===== config.mk =====
export PLATFORM = sky130hd
export DESIGN_NAME = xdma_grant_sender
export DESIGN_NICKNAME = d
export VERILOG_FILES = /design/src/rtl/xdma_grant_sender.sv
export SDC_FILE = /design/constraint.sdc
export NUM_CORES = 1
export LEC_CHECK = 0
export ABC_AREA = 1
export CAP_MARGIN = 40
export CORE_MARGIN = 5
export CORE_UTILIZATION = 37
export DETAILED_ROUTE_END_ITERATION = 12
export GPL_ROUTABILITY_DRIVEN = 0
export GPL_TIMING_DRIVEN = 0
export HOLD_SLACK_MARGIN = 0.03
export PLACE_DENSITY = 0.92
export SLEW_MARGIN = 20
export SYNTH_ARGS = -nofsm -noshare
export SYNTH_HDL_FRONTEND = slang
export SYNTH_SLANG_ARGS = --single-unit

===== constraint.sdc =====
create_clock -name clk_i -period 1.4 [get_ports clk_i]
set_input_delay 0.28 -clock clk_i [delete_from_list [all_inputs] [get_ports clk_i]]
set_output_delay 0.28 -clock clk_i [all_outputs]
set_load 0.005 [all_outputs]

===== src/rtl/xdma_grant_sender.sv =====
// Sends each accepted grant as one single-beat AXI write of a grant token to the
// previous hop's grant register. Tracks the B response, the sequence number and a sticky error.
module xdma_grant_sender #(
  parameter int unsigned AddrWidth = 48,
  parameter int unsigned DataWidth = 64,
  parameter int unsigned StrbWidth = DataWidth / 8
) (
  input  logic                 clk_i,
  input  logic                 rst_ni,
  input  logic                 grant_valid_i,
  output logic                 grant_ready_o,
  input  logic [AddrWidth-1:0] prev_hop_grant_addr_i,
  output logic                 aw_valid_o,
  input  logic                 aw_ready_i,
  output logic [AddrWidth-1:0] aw_addr_o,
  output logic                 w_valid_o,
  input  logic                 w_ready_i,
  output logic [DataWidth-1:0] w_data_o,
  output logic [StrbWidth-1:0] w_strb_o,
  output logic                 w_last_o,
  input  logic                 b_valid_i,
  output logic                 b_ready_o,
  input  logic [1:0]           b_resp_i,
  output logic [7:0]           grant_seq_o,
  output logic                 busy_o,
  output logic                 error_o
);

  typedef enum logic [1:0] {IDLE, SEND, WAIT_B} state_e;

  state_e               state_q, state_d;
  logic [AddrWidth-1:0] addr_q;
  logic [7:0]           seq_q;
  logic                 aw_done_q, w_done_q, error_q;
  logic                 accept, aw_hs, w_hs, b_hs;

  always_ff @(posedge clk_i or negedge rst_ni) begin
    if (!rst_ni) begin
      state_q <= IDLE;
    end else begin
      state_q <= state_d;
    end
  end

  // A channel counts as finished if it completed earlier or handshakes this cycle.
  always_comb begin
    state_d = state_q;
    unique case (state_q)
      IDLE:    if (grant_valid_i) state_d = SEND;
      SEND:    if ((aw_done_q || aw_ready_i) && (w_done_q || w_ready_i)) state_d = WAIT_B;
      WAIT_B:  if (b_valid_i) state_d = IDLE;
      default: state_d = IDLE;
    endcase
  end

  always_comb begin
    grant_ready_o    = (state_q == IDLE);
    aw_valid_o       = (state_q == SEND) && !aw_done_q;
    w_valid_o        = (state_q == SEND) && !w_done_q;
    w_last_o         = w_valid_o;
    b_ready_o        = (state_q == WAIT_B);
    busy_o           = (state_q != IDLE);
    aw_addr_o        = addr_q;
    w_strb_o         = '1;
    w_data_o         = '0;
    w_data_o[0]      = 1'b1;
    w_data_o[15:8]   = seq_q;
    grant_seq_o      = seq_q;
    error_o          = error_q;
    accept           = grant_valid_i && grant_ready_o;
    aw_hs            = aw_valid_o && aw_ready_i;
    w_hs             = w_valid_o && w_ready_i;
    b_hs             = b_valid_i && b_ready_o;
  end

  always_ff @(posedge clk_i or negedge rst_ni) begin
    if (!rst_ni) begin
      addr_q    <= '0;
      seq_q     <= '0;
      aw_done_q <= 1'b0;
      w_done_q  <= 1'b0;
      error_q   <= 1'b0;
    end else begin
      if (accept) begin
        addr_q    <= prev_hop_grant_addr_i;
        aw_done_q <= 1'b0;
        w_done_q  <= 1'b0;
      end
      if (aw_hs) aw_done_q <= 1'b1;
      if (w_hs)  w_done_q  <= 1'b1;
      if (b_hs) begin
        seq_q <= seq_q + 8'd1;
        if (b_resp_i != 2'b00) error_q <= 1'b1;
      end
    end
  end

endmodule


==> metrics.md <==
| Metric | Value |
|---|---|
| Max_cap viols | `0` |
| Post-route cell area | `roughly 5300 µm²` |
| Max layer used | `met4` |
| Syn. warnings | `0` |
| CP Launch Type | `flip-flop` |
| Layout cell share with drive strength beyond 1 | `29.35%` |
| Area contributors post-synth | `dfrtp_1 (50%), nand2_1 (22%), buf_4 (18%)` |
| # port buffers | `around 130` |
| First-pass GRT wire length | `13.64 mm` |
| Final setup violation count | `7` |
| Routed Antenna Nets | `0` |
| Slew Limit Fails | `0` |
| Overflow after GRT | `0` |
| Starting Density | `between 30% and 40%` |
| Clock Path Buffers | `2` |
| Post-DP Area | `4690 µm²` |
| Required @ worst endpoint | `1.12 ns` |
| Largest family of logic cells by synthesized area | `simple AND/OR/NAND/NOR gates` |
| Pre-antenna DRT Iters | `6` |
| Most common cell after layout, fill and taps aside | `nand2_1` |
| Clock Latency Late Sink | `0.33 ns` |
| # clock sinks | `61` |
| Syn Area/Cell | `8.324 µm²` |
| Worst hold-check path type | `in -> async` |
| Crit Path Max Fanout | `2` |
| Routed met2 length | `between 4 and 5 mm` |
| RSZ-0062 raised after global routing | `true` |
| Place WS | `-0.5288 ns` |
| Compound-Gate Fraction of Synth Area | `less than 1%` |
| DPL Wire Length | `6.498 mm` |
| Initial antenna violation count | `0` |
| Maximum achievable frequency | `653.6 MHz` |
| Power Density | `1643 nW/µm²` |
| Post-layout minimum cycle time | `1.530 ns` |
| Setup crit end kind | `primary output` |
| Vias in the first global route | `2949` |
| Fin crit share | `109.3%` |
| Post-synthesis mux area share | `0%` |
| Post-Synthesis Cells | `366` |
| Largest net degree at the start of global routing | `33` |
| Most frequent cells in the layout | `nand2_1 (162), buf_4 (101), conb_1 (64), dfrtp_1 (57), dlygate4sd2_1 (57)` |
| Setup TNS | `-0.5346 ns` |
| Synthesis-to-finish area growth | `72.32%` |
| CTS Root Cell | `clkbuf_8` |
| H-tree lvl count | `3` |
| Nets | `655` |
| Failing checks | `negative setup slack` |
| Num CTS Buffers | `9` |
| ANT cells | `0` |
| DR WL/cell | `about 13 µm` |
| Std-Cell Rows | `33` |
| Cell area after synthesis | `around 3000 µm²` |
| Met3 wire length | `923 µm` |
| XOR/XNOR Fraction of Synth Area | `roughly 1.1%` |
| Io pins | `between 150 and 200` |
| Vias per cell | `approximately 4` |
| Lkg Pwr | `2.986 nW` |
| M1 WL | `3.173 mm` |
| Die area | `10150 µm²` |
| Initial DRC Count | `68` |
| TritonCTS clock tree | `done` |
| Fin util | `64.54%` |
| Residual DRC | `0` |
| Final worst setup slack | `-0.1300 ns` |
| Post-synthesis sequential element count | `61` |
| Post-Synth Adder-Cell Area | `less than 1%` |
| Synth Area in Simple Gates | `25.59%` |
| Via count | `about 2900` |
| Final Hold Viols | `0` |
| Gr usage total | `between 10% and 20%` |
| Post-synth top area cell | `dfrtp_1` |
| Critical path origin | `state_q[1]` |
| Clock skew | `0.01065 ns` |
| Top-area cell type share of the netlist area | `50.10%` |
| Crit path DAT | `approximately 1.3 ns` |
| Die Span X | `100.7 µm` |
| Netlist cell types | `21` |
| Core ar. | `~8000 µm²` |
| Status | `finished with violations` |
| Reg-to-reg startpoint | `state_q[1]` |
| Reg clk slew, reported paths | `around 0.07 ns` |
| WS Path Type | `reg -> out` |
| Post-synthesis sequential area ratio | `50.10%` |
| Total length of routed wires | `8.905 mm` |
| DIE HEIGHT | `100.7 µm` |
| VDD IR max | `906.0 µV` |
| Worst R2R Setup Slack | `-0.04 ns` |
| Worst hold slack | `approximately 0.42 ns` |
registers in the layout, indices dropped and copies added, names as in the netlist:
signal and flops:
w_done_q 1, error_o 1, grant_seq_o 8, aw_done_q 1
state_q 2, aw_addr_o 48
area by class of cell:
cell class                 instances  area [µm²]
inverter                          14       62.56
tap                              105       131.4
fill                             670        2884
buffer                            81       618.1
multi-input combinational        270        1187
clock inverter                     5       58.81
sequential                        61        1531
timing repair buffer             161        1509
clock buffer                      11       151.4
worst max-delay path, stage by stage (launching register included):
cell	delay [ns]
dfrtp_2	0.43
nor2_4	0.13
inv_2	0.06
nor2_4	0.10
buf_4	0.12
buf_6	0.08
per-layer routing:
metal / global-route usage, % / up-vias
met5: 0 / -
met4: 6.321 / 0
met2: 29.72 / 128
met1: 18.30 / 1300
met3: 6.505 / 13
li1: - / 1430
path summary, 6_finish.rpt:
path	endpoint	depth (start not counted)
hold / removal	aw_addr_o[37]	2
max in group asynchronous	grant_seq_o[1]	3
min in group clk_i	error_o	1
hold reg to reg	error_o	1
setup / recovery	w_last_o	5
setup reg to reg	grant_seq_o[4]	10
metrics by stage:
stage / total power [mW] / cells
global route: 9.315 / 708
CTS: 8.369 / 700
floorplan: 4.502 / 428
detailed placement: 6.845 / 660
global placement: 6.688 / 659
finish: 8.624 / 708
cells by family (layout without fill, tap and decap cells):
group | after synthesis | count (layout)
compound gates | 4 | 4
xor+xnor | 4 | 4
fa+ha+maj | 1 | 1
buf+inv | 97 | 272
flops | 61 | 61
other cells | 2 | 64
simple gates | 197 | 197
power breakdown:
| group | internal (mW) | switching, mW | leakage (nW) |
|---|---|---|---|
| sequential | 2.54 | 0.449 | 0.755 |
| clock | 0.919 | 0.703 | 0.102 |
| combinational | 2.20 | 1.81 | 2.13 |
what timing repair did:
action / in CTS / in global routing
gates resized for setup: 122 / 45
hold buffers: 1 / 0
pin swaps: 3 / 14
cloned: 0 / 1
hold endpoints to repair: 29 / 0
setup buffers: 25 / 12
endpoints found under the setup margin: 71 / 50
cells in the mapped netlist, drive strengths merged:
| master | number |
|---|---|
| nand4 | 1 |
| xnor2 | 2 |
| buf | 83 |
| o21ai | 3 |
| nor2 | 11 |
| nand3b | 2 |
| nand2 | 178 |
| ha | 1 |
| inv | 14 |
| dfrtp | 61 |
| or2 | 1 |
| nand3 | 4 |
| o21bai | 1 |
| conb | 2 |
| xor2 | 2 |
Power figures use the tool's default switching activity.
